--- src/rtl/uart_mmio_fifo.sv ---
// Memory-mapped UART: parametrised RX/TX FIFOs, programmable baud divisor,
// 16x oversampled receiver, optional parity, sticky W1C error flags and irq.
module uart_mmio_fifo #(
   parameter int unsigned FIFO_DEPTH = 16,
   parameter logic [15:0] DIV_RESET  = 16'd27
) (
   input  logic        clk,
   input  logic        reset,
   input  logic        Rx,
   input  logic [15:0] address,
   input  logic [31:0] w_data,
   input  logic        we,
   input  logic        re,
   output logic [31:0] r_data,
   output logic        Tx,
   output logic        irq
);
   localparam int unsigned PW = (FIFO_DEPTH > 1) ? $clog2(FIFO_DEPTH) : 1;
   localparam int unsigned CW = $clog2(FIFO_DEPTH + 1);
   localparam logic [CW-1:0] FULL = CW'(FIFO_DEPTH);

   typedef enum logic [2:0] {IDLE, START, DATA, PARITY, STOP} state_e;

   logic [19:0]   ctrl_q;
   logic [15:0]   tick_cnt_q;
   logic [7:0]    rx_mem [FIFO_DEPTH];
   logic [7:0]    tx_mem [FIFO_DEPTH];
   logic [PW-1:0] rx_wp_q, rx_rp_q, tx_wp_q, tx_rp_q;
   logic [CW-1:0] rx_cnt_q, rx_cnt_d, tx_cnt_q, tx_cnt_d;
   logic          ovr_q, ferr_q, perr_q, irq_q, tx_q;
   state_e        tx_state_q, rx_state_q;
   logic [3:0]    tx_sub_q, rx_sub_q;
   logic [2:0]    tx_bit_q, rx_bit_q;
   logic [7:0]    tx_byte_q, rx_byte_q;
   logic [1:0]    rx_sync_q;

   logic [1:0] reg_sel;
   logic       tick, par_en, par_odd, rx_ie, tx_ie;
   logic       rx_ne, rx_full, tx_empty, tx_full, tx_busy, rx_line;
   logic       ctrl_we, stat_we, data_we, rx_pop, rx_push, tx_pop, tx_push;
   logic       tx_bit_end, rx_bit_end, rx_done, set_ovr, set_ferr, set_perr;
   logic       unused_bits;

   assign unused_bits = ^{address[15:4], address[1:0], w_data[31:20]};

   assign reg_sel  = address[3:2];
   assign par_en   = ctrl_q[16];
   assign par_odd  = ctrl_q[17];
   assign rx_ie    = ctrl_q[18];
   assign tx_ie    = ctrl_q[19];
   assign tick     = (tick_cnt_q == ctrl_q[15:0]);

   assign rx_ne    = (rx_cnt_q != '0);
   assign rx_full  = (rx_cnt_q == FULL);
   assign tx_empty = (tx_cnt_q == '0);
   assign tx_full  = (tx_cnt_q == FULL);
   assign tx_busy  = (tx_state_q != IDLE);
   assign rx_line  = rx_sync_q[1];

   assign ctrl_we  = we && (reg_sel == 2'd2);
   assign stat_we  = we && (reg_sel == 2'd1);
   assign data_we  = we && (reg_sel == 2'd0);
   assign rx_pop   = re && (reg_sel == 2'd0) && rx_ne;
   assign tx_push  = data_we && !tx_full;

   assign tx_bit_end = tick && (tx_sub_q == 4'd15);
   assign rx_bit_end = tick && (rx_sub_q == 4'd15);
   // Popping straight out of STOP keeps back-to-back frames free of idle gaps.
   assign tx_pop   = !tx_empty && ((tx_state_q == IDLE) || ((tx_state_q == STOP) && tx_bit_end));
   assign rx_done  = (rx_state_q == STOP) && rx_bit_end;
   assign rx_push  = rx_done && !rx_full;
   assign set_ovr  = rx_done && rx_full;
   assign set_ferr = rx_done && !rx_line;
   assign set_perr = (rx_state_q == PARITY) && rx_bit_end && (rx_line != ((^rx_byte_q) ^ par_odd));

   always_comb begin
      rx_cnt_d = rx_cnt_q + CW'(rx_push) - CW'(rx_pop);
      tx_cnt_d = tx_cnt_q + CW'(tx_push) - CW'(tx_pop);
   end

   always_comb begin
      r_data = '0;
      case (reg_sel)
         2'd0: if (rx_ne) r_data = {24'h0, rx_mem[rx_rp_q]};
         2'd1: r_data = {8'h00, 8'(tx_cnt_q), 8'(rx_cnt_q), tx_busy, perr_q, ferr_q, ovr_q,
                         tx_full, tx_empty, rx_full, rx_ne};
         2'd2: r_data = {12'h000, ctrl_q};
         default: r_data = '0;
      endcase
   end

   always_ff @(posedge clk) begin
      if (rx_push) rx_mem[rx_wp_q] <= rx_byte_q;
      if (tx_push) tx_mem[tx_wp_q] <= w_data[7:0];
   end

   always_ff @(posedge clk) begin
      if (reset) begin
         ctrl_q     <= {4'b0, DIV_RESET};
         tick_cnt_q <= '0;
         rx_wp_q    <= '0;
         rx_rp_q    <= '0;
         tx_wp_q    <= '0;
         tx_rp_q    <= '0;
         rx_cnt_q   <= '0;
         tx_cnt_q   <= '0;
         ovr_q      <= 1'b0;
         ferr_q     <= 1'b0;
         perr_q     <= 1'b0;
         irq_q      <= 1'b0;
      end else begin
         if (ctrl_we) ctrl_q <= w_data[19:0];
         tick_cnt_q <= (ctrl_we || tick) ? '0 : tick_cnt_q + 16'd1;
         rx_cnt_q   <= rx_cnt_d;
         tx_cnt_q   <= tx_cnt_d;
         if (rx_push) rx_wp_q <= rx_wp_q + 1'b1;
         if (rx_pop)  rx_rp_q <= rx_rp_q + 1'b1;
         if (tx_push) tx_wp_q <= tx_wp_q + 1'b1;
         if (tx_pop)  tx_rp_q <= tx_rp_q + 1'b1;
         // Hardware set wins over a same-cycle W1C clear.
         ovr_q  <= (ovr_q  & ~(stat_we & w_data[4])) | set_ovr;
         ferr_q <= (ferr_q & ~(stat_we & w_data[5])) | set_ferr;
         perr_q <= (perr_q & ~(stat_we & w_data[6])) | set_perr;
         irq_q  <= (rx_ie & rx_ne) | (tx_ie & tx_empty) | ovr_q | ferr_q | perr_q;
      end
   end

   always_ff @(posedge clk) begin
      if (reset) begin
         tx_state_q <= IDLE;
         tx_q       <= 1'b1;
         tx_sub_q   <= '0;
         tx_bit_q   <= '0;
         tx_byte_q  <= '0;
      end else if (tx_pop) begin
         tx_state_q <= START;
         tx_q       <= 1'b0;
         tx_sub_q   <= '0;
         tx_byte_q  <= tx_mem[tx_rp_q];
      end else if (tick && (tx_state_q != IDLE)) begin
         tx_sub_q <= tx_sub_q + 4'd1;
         if (tx_sub_q == 4'd15) begin
            case (tx_state_q)
               START: begin
                  tx_state_q <= DATA;
                  tx_bit_q   <= '0;
                  tx_q       <= tx_byte_q[0];
               end
               DATA: begin
                  if (tx_bit_q == 3'd7) begin
                     tx_state_q <= par_en ? PARITY : STOP;
                     tx_q       <= par_en ? ((^tx_byte_q) ^ par_odd) : 1'b1;
                  end else begin
                     tx_bit_q <= tx_bit_q + 3'd1;
                     tx_q     <= tx_byte_q[tx_bit_q + 3'd1];
                  end
               end
               PARITY: begin
                  tx_state_q <= STOP;
                  tx_q       <= 1'b1;
               end
               default: tx_state_q <= IDLE;
            endcase
         end
      end
   end

   always_ff @(posedge clk) begin
      if (reset) begin
         rx_sync_q  <= 2'b11;
         rx_state_q <= IDLE;
         rx_sub_q   <= '0;
         rx_bit_q   <= '0;
         rx_byte_q  <= '0;
      end else begin
         rx_sync_q <= {rx_sync_q[0], Rx};
         if (tick) begin
            case (rx_state_q)
               IDLE: if (!rx_line) begin
                  rx_state_q <= START;
                  rx_sub_q   <= '0;
               end
               START: begin
                  rx_sub_q <= rx_sub_q + 4'd1;
                  // Half-bit check rejects glitches and re-centres sampling mid-bit.
                  if (rx_sub_q == 4'd7) begin
                     rx_sub_q   <= '0;
                     rx_bit_q   <= '0;
                     rx_state_q <= rx_line ? IDLE : DATA;
                  end
               end
               DATA: begin
                  rx_sub_q <= rx_sub_q + 4'd1;
                  if (rx_sub_q == 4'd15) begin
                     rx_byte_q[rx_bit_q] <= rx_line;
                     rx_bit_q <= rx_bit_q + 3'd1;
                     if (rx_bit_q == 3'd7) rx_state_q <= par_en ? PARITY : STOP;
                  end
               end
               PARITY: begin
                  rx_sub_q <= rx_sub_q + 4'd1;
                  if (rx_sub_q == 4'd15) rx_state_q <= STOP;
               end
               default: begin
                  rx_sub_q <= rx_sub_q + 4'd1;
                  if (rx_sub_q == 4'd15) rx_state_q <= IDLE;
               end
            endcase
         end
      end
   end

   assign Tx  = tx_q;
   assign irq = irq_q;
endmodule

--- config.mk ---
export PLATFORM = sky130hd
export DESIGN_NAME = uart_mmio_fifo
export DESIGN_NICKNAME = d
export VERILOG_FILES = /design/src/rtl/uart_mmio_fifo.sv
export SDC_FILE = /design/constraint.sdc
export NUM_CORES = 1
export LEC_CHECK = 0
export ABC_AREA = 1
export CAP_MARGIN = 40
export CORE_ASPECT_RATIO = 1.1
export CORE_MARGIN = 2
export CORE_UTILIZATION = 30
export CTS_CLUSTER_SIZE = 25
export DETAILED_ROUTE_END_ITERATION = 7
export PLACE_DENSITY = 0.51
export SLEW_MARGIN = 20
export SYNTH_ARGS = -nofsm -noshare
export SYNTH_HDL_FRONTEND = slang
export SYNTH_SLANG_ARGS = --single-unit
--- constraint.sdc ---
create_clock -name clk -period 4.27 [get_ports clk]
set_input_delay 0.854 -clock clk [delete_from_list [all_inputs] [get_ports clk]]
set_output_delay 0.854 -clock clk [all_outputs]
set_load 0.01 [all_outputs]
==> results of run 1 <==
[worst max-delay path by stage]
stage / endpoint / slack (ps) / cells past startpoint
after floorplan: rx_cnt_q[4]$_SDFF_PP0_ / 1510 / 14
after global placement: r_data[2] / 490 / 6
after detailed placement: r_data[2] / 440 / 6
after CTS: r_data[6] / 200 / 8
after global routing: r_data[6] / 140 / 8
final: r_data[7] / 320 / 8
[layer usage]
metal | vias to the layer above | share of wire [%] | GRT usage, %
met4 | 2 | 3.1 | 5.804
met1 | 5533 | 46 | 20.31
li1 | 5797 | - | -
met2 | 205 | 46 | 24.26
met5 | - | 0.031 | 0
met3 | 70 | 4.4 | 2.818
[per-stage QoR]
stage	std cells	setup WS, ps	utilization (%)	power [uW]
floorplan	1651	1506	-	5272
global placement	2330	488.2	32.59	5834
detailed placement	2336	442.9	32.79	5896
CTS	2409	204.5	35.09	9195
global route	2423	142.6	35.35	9578
finish	2424	319.5	35.36	9103
[where the power goes]
group          total (uW)  internal (uW)  switching, uW
combinational        1840            650           1190
sequential           3980           3870            105
clock                3290           1840           1440
[cell families after synthesis]
family                     synth area share, %
muxes                                   0.3093
xor gates and xnor gates                 1.353
AOI/OAI and AO/OA                        12.48
adders and majority gates                2.490
buffers and inverters                    5.598
DFF                                      60.99
other                                  0.02317
and+or+nand+nor                          16.76
[area by class of cell]
cell class / count / area [um2] / area share, %
Sequential cell: 365 / 9873 / 52.24
Clock buffer: 52 / 1067 / 5.647
Multi-Input combinational cell: 1066 / 5444 / 28.80
Clock inverter: 21 / 160.2 / 0.8474
Tap cell: 682 / 853.3 / 4.515
Antenna cell: 1 / 2.502 / 0.01324
Timing Repair Buffer: 99 / 978.4 / 5.177
Inverter: 138 / 520.5 / 2.754
[sequential cells by signal, indices dropped and copies added (netlist names), 4 cells and up, named ones only]
signal	flops
rx_rp_q	4
tick_cnt_q	16
tx_cnt_q	5
rx_cnt_q	5
rx_mem	128
tx_wp_q	4
rx_sub_q	4
tx_rp_q	4
tx_mem	128
rx_wp_q	4
tx_sub_q	4
tx_byte_q	8
ctrl_q	20
rx_byte_q	8
[synth_stat cells (all sizes together), types with 3 or more instances]
library cell,number
dfxtp,109
nand4,15
clkinv,4
o31ai,3
ha,29
o221ai,7
nor3b,3
or2,10
edfxtp,256
nand3b,3
buf,27
xnor2,11
o21ai,184
a31oi,11
o211ai,38
inv,134
xor2,14
o22ai,24
nand3,60
clkbuf,55
a21oi,67
o32ai,11
nor2,307
nor3,18
nand2,223
mux2i,5
[placed cells by master (no fill, tap or decap), drive strengths merged, types with 15 or more instances in the layout]
| cell type | synthesis | layout |
|---|---|---|
| nand2 | 223 | 223 |
| dfxtp | 109 | 109 |
| clkinv | 4 | 19 |
| buf | 27 | 50 |
| nor3 | 18 | 18 |
| nand4 | 15 | 15 |
| inv | 134 | 136 |
| clkdlybuf4s50 | 0 | 49 |
| a21oi | 67 | 67 |
| clkbuf | 55 | 52 |
| nand3 | 60 | 60 |
| ha | 29 | 29 |
| o211ai | 38 | 38 |
| edfxtp | 256 | 256 |
| nor2 | 307 | 307 |
| o21ai | 184 | 184 |
| o22ai | 24 | 24 |
==> results.py, run 1 <==
metrics = {
    "run_status": {
        "status": "complete, no violations",
    },
    "yosys": {
        "synth_top_flop_cell": "edfxtp_1",
        "ys_ff_latch": 365,
        "syn_inst": 1641,
        "synth_cell_type_count": 49,
        "ys_seq_area_share_pct": 60.99,
        "async_flop_share_pct": 0,
        "syn_avg_cell_area_um2": 9.861,
        "yosysTopAreaCell": "edfxtp_1",
        "synthTopCellsByArea": "edfxtp_1 (48%), dfxtp_1 (13%), nor2_1 (6.9%), o21ai_0 (5.3%), nand2_1 (5.0%)",
        "synth_edf_count": 256,
        "synth_top_area_share_pct": 47.51,
        "synth-warning-count": 0,
        "syn-cell-area_mm2": 0.01618,
    },
    "drt": {
        "drt_iter0_markers": 788,
        "vias": 11610,
        "routedWlPerCell_um": 17.28,
        "drt.antenna.violating_nets": 0,
        "drc": 0,
        "via_per_inst": 4.788,
        "dr.pass1.iters": 5,
        "wirelength_um": 41880,
    },
    "setup_path": {
        "crit_type": "reg2out",
        "r2r_start": "tick_cnt_q[1]$_SDFF_PP0_",
        "path_buf_inv": 2,
        "path_cells": "inv_1 -> o21ai_0 -> o22ai_1 -> nand2_1 -> nand3_1 -> nand3_1 -> o221ai_1 -> clkdlybuf4s50_1",
        "end_kind": "output pin",
        "reg2reg_slack_ps": 1030,
        "crit_slowest_cell": "clkdlybuf4s50_1",
        "critical-path-top-delay-family": "buffers and inverters",
        "cp-start-kind": "flop",
        "crit_top_cell": "nand3_1",
        "worst_ep_arrival_time_ps": 3100,
        "slowest_delay_ps": 590,
        "r2r_cells": 18,
        "critPathMaxFanout": 19,
        "worstReg2RegEnd": "rx_cnt_q[4]$_SDFF_PP0_",
        "critPathRequiredTime_ps": 3420,
    },
    "worst_hold_path": {
        "hold_class": "reg2reg",
        "hold_path_depth": 1,
        "whs_endpoint": "rx_sync_q[1]$_SDFF_PP1_",
        "hold_start": "rx_sync_q[0]$_SDFF_PP1_",
    },
    "timing": {
        "worst_pin_slew_ps": 846.0,
        "hold-worst-slack_ps": 417.0,
        "rsz0062_at_grt": "no",
        "period_share_pct": 92.52,
        "layout_min_cycle_time_ps": 3950,
        "fin_setup_tns_ps": 0,
        "relSlewSlack_pct": 43.53,
        "drv_slew": 0,
        "max_freq_mhz": 253.1,
        "hold_violations": 0,
        "clock_skew_ps": 21.46,
        "setup_viol": 0,
    },
    "finish": {
        "drive_gt1_share_pct": 9.305,
        "design_area_mm2": 0.01890,
        "fin_nets": 1794,
        "fillers": 5400,
        "syn_to_final_growth_pct": 16.79,
    },
    "global_route": {
        "grt_max_degree": 67,
        "grt_pass1_vias": 11200,
        "grt_antenna_before_repair": 3,
        "grt.overflow.total": 0,
        "track_usage_pct": 15.13,
        "grt_pass1_wl_um": 64530,
    },
    "cts": {
        "cts_max_path_buffers": 3,
        "cts_tree": "done",
        "cts_buffers": 40,
        "clock_latency_ps": 570,
        "htreeDepth": 2,
        "cts.clk_slew.worst_paths_ps": 60,
        "cts_root_buf": "clkbuf_16",
        "post_cts_buffers": 0,
        "postCtsResizedCells": 0,
        "cts_sinks": 365,
        "ctsHoldBuffers": 0,
    },
    "floorplanning": {
        "die_w_um": 225.4,
        "design.core.area_mm2": 0.05345,
        "rows": 89,
        "start_util_pct": 30.27,
        "io_pins": 87,
        "die_h_um": 247.6,
        "die_area_mm2": 0.05582,
    },
    "placement": {
        "hpwlAfterDp_um": 27690,
        "dpl_cell_area_mm2": 0.01753,
        "gp_congestion": 0.8182,
        "port_buffers": 49,
    },
    "power": {
        "p_per_area_mw_per_mm2": 481.7,
        "p_leak_uw": 0.006493,
        "vdd_drop_max_uv": 337.8,
    },
    "job": {
        "max_cap_viol_count": 0,
    },
}
No activity file was read; power rests on OpenSTA's default activity.
==> inputs of run 2 (changes only) <==
Settings changed: DONT_BUFFER_PORTS set to 1, PLACE_DENSITY 0.51 to 0.49.
==> run 2 against run 1 <==
Routed wire length is 0.32% lower. Setup slack improved by 220 ps. Die area is the same. Maximum frequency increased by 5.8%. Cell count fell by 2.7%. Combinational power is 9% lower. Total power increased by 2.4%. First-iteration DRC count increased by 9.3%. Sequential cell count unchanged. Via count decreased by 2.0%. Clock power rose by 11%. Critical endpoint is now r_data[2]. Global-route usage about the same. Largest power group unchanged.
==> results.py, run 2 (synthesized netlist as in run 1, its figures left out) <==
metrics = {
    "cts": {
        "cts_tree": "done",
        "ctsHoldBuffers": 0,
        "clock_latency_ps": 570,
        "postCtsResizedCells": 0,
        "cts.clk_slew.worst_paths_ps": 60,
        "post_cts_buffers": 0,
        "cts_max_path_buffers": 3,
        "cts_buffers": 41,
        "htreeDepth": 2,
        "cts_sinks": 365,
        "cts_root_buf": "clkbuf_16",
    },
    "placement": {
        "gp_congestion": 0.8428,
        "port_buffers": 0,
        "hpwlAfterDp_um": 27240,
    },
    "global_route": {
        "grt_pass1_vias": 11140,
        "grt.overflow.total": 0,
        "grt_max_degree": 67,
        "grt_pass1_wl_um": 64650,
        "grt_antenna_before_repair": 2,
        "track_usage_pct": 15.13,
    },
    "timing": {
        "clock_skew_ps": 32.37,
        "drv_slew": 0,
        "setup_viol": 0,
        "max_freq_mhz": 267.8,
        "relSlewSlack_pct": 45.74,
        "layout_min_cycle_time_ps": 3734,
        "period_share_pct": 87.44,
        "hold_violations": 0,
        "rsz0062_at_grt": "no",
        "fin_setup_tns_ps": 0,
        "worst_pin_slew_ps": 811.0,
    },
    "floorplanning": {
        "die_h_um": 247.6,
        "io_pins": 87,
        "start_util_pct": 30.27,
        "die_w_um": 225.4,
        "die_area_mm2": 0.05582,
        "design.core.area_mm2": 0.05345,
        "rows": 89,
    },
    "power": {
        "p_leak_uw": 0.006299,
        "vdd_drop_max_uv": 388.4,
        "p_per_area_mw_per_mm2": 506.7,
        "total_power_uw": 9325,
    },
    "finish": {
        "syn_to_final_growth_pct": 13.72,
        "layout_common_cells": "nor2_1 (299), edfxtp_1 (256), nand2_1 (217), o21ai_0 (171), inv_1 (115)",
        "fin_nets": 1729,
        "reg_top3": "rx_mem: 128 flops, tx_mem: 128 flops, ctrl_q: 20 flops",
        "antenna_cells": 0,
        "final_common_cell": "nor2_1",
        "drive_gt1_share_pct": 9.004,
    },
    "drt": {
        "dr.pass1.iters": 5,
        "routedWlPerCell_um": 17.70,
        "vias": 11380,
        "wirelength_um": 41750,
        "drt.antenna.violating_nets": 0,
        "via_per_inst": 4.822,
        "drt_iter0_markers": 861,
        "drc": 0,
    },
    "setup_path": {
        "end_kind": "output pin",
        "reg2reg_slack_ps": 1060,
        "critPathRequiredTime_ps": 3420,
        "r2r_start": "tick_cnt_q[5]$_SDFF_PP0_",
        "r2r_cells": 18,
        "cp-start-kind": "flop",
        "crit_type": "reg2out",
        "worstReg2RegEnd": "rx_cnt_q[4]$_SDFF_PP0_",
        "critPathMaxFanout": 23,
        "worst_ep_arrival_time_ps": 2880,
        "endpoint": "r_data[2]",
    },
    "worst_hold_path": {
        "hold_class": "in2reg",
    },
    "job": {
        "max_cap_viol_count": 0,
    },
    "run_status": {
        "status": "complete, no violations",
    },
}
==> run 2: cell count changes in the layout (fill, tap and decap cells not counted), sizes merged <==
cell / before / now
clkdlybuf4s50: 49 / 0
buf: 50 / 33
clkbuf: 52 / 64
clkinv: 19 / 13
clkinvlp: 3 / 0
inv: 136 / 133
bufinv: 1 / 3
diode: 1 / 0
==> run 2: worst min-delay path by stage <==
stage,start,cells after the start,end
2_1_floorplan,rx_sync_q[0]$_SDFF_PP1_,1,rx_sync_q[1]$_SDFF_PP1_
3_3_place_gp,rx_sync_q[0]$_SDFF_PP1_,1,rx_sync_q[1]$_SDFF_PP1_
3_5_place_dp,rx_sync_q[0]$_SDFF_PP1_,1,rx_sync_q[1]$_SDFF_PP1_
4_1_cts,reset,1,tx_rp_q[3]$_SDFFE_PP0P_
5_1_grt,reset,1,rx_wp_q[3]$_SDFFE_PP0P_
6_report,reset,1,tx_rp_q[3]$_SDFFE_PP0P_
==> run 2: layout make-up <==
| type | instances | area, um2 |
|---|---|---|
| Fill cell | 5452 | 35050 |
| Sequential cell | 365 | 9873 |
| Multi-Input combinational cell | 1066 | 5444 |
| Clock buffer | 64 | 1234 |
| Tap cell | 682 | 853.3 |
| Inverter | 138 | 520.5 |
| Timing Repair Buffer | 33 | 311.5 |
| Clock inverter | 11 | 166.4 |
==> run 2: metal layers <==
layer  vias to the layer above  routed length (um)  global-route usage [%]
met4                         0                1026                   4.577
met1                      5408               18230                   19.25
met2                       245               19950                   25.59
li1                       5664                   -                       -
met5                         -                   0                       0
met3                        59                2535                   3.481
==> run 2: worst max-delay path, stage by stage (launching register included) <==
cell,delay [ps]
dfxtp_2,620
inv_2,250
buf_4,270
nor2_1,120
o31ai_1,80
o21ai_0,370
nand2_1,120
nand3_1,170
o221ai_1,300
==> run 2: where the power goes <==
part           internal [uW]  leakage (uW)  total, uW  switching [uW]
Sequential              3870       0.00307       4000             129
Clock                   2180      0.000688       3640            1460
Combinational            561       0.00254       1680            1120
Total                   6610       0.00630       9320            2710
==> run 2: stage by stage <==
stage | setup WS [ps] | instances | hold WS, ps | utilization [%] | area (um2)
2_1_floorplan | 1506 | 1651 | 389.5 | - | 16220
5_1_grt | 339.3 | 2359 | 317.6 | 34.43 | 18400
6_report | 536.4 | 2359 | 343.9 | 34.43 | 18400
3_3_place_gp | 957.9 | 2264 | 404.4 | 31.43 | 16800
3_5_place_dp | 934.5 | 2268 | 398.2 | 31.53 | 16850
4_1_cts | 531.7 | 2343 | 321.2 | 34.15 | 18250
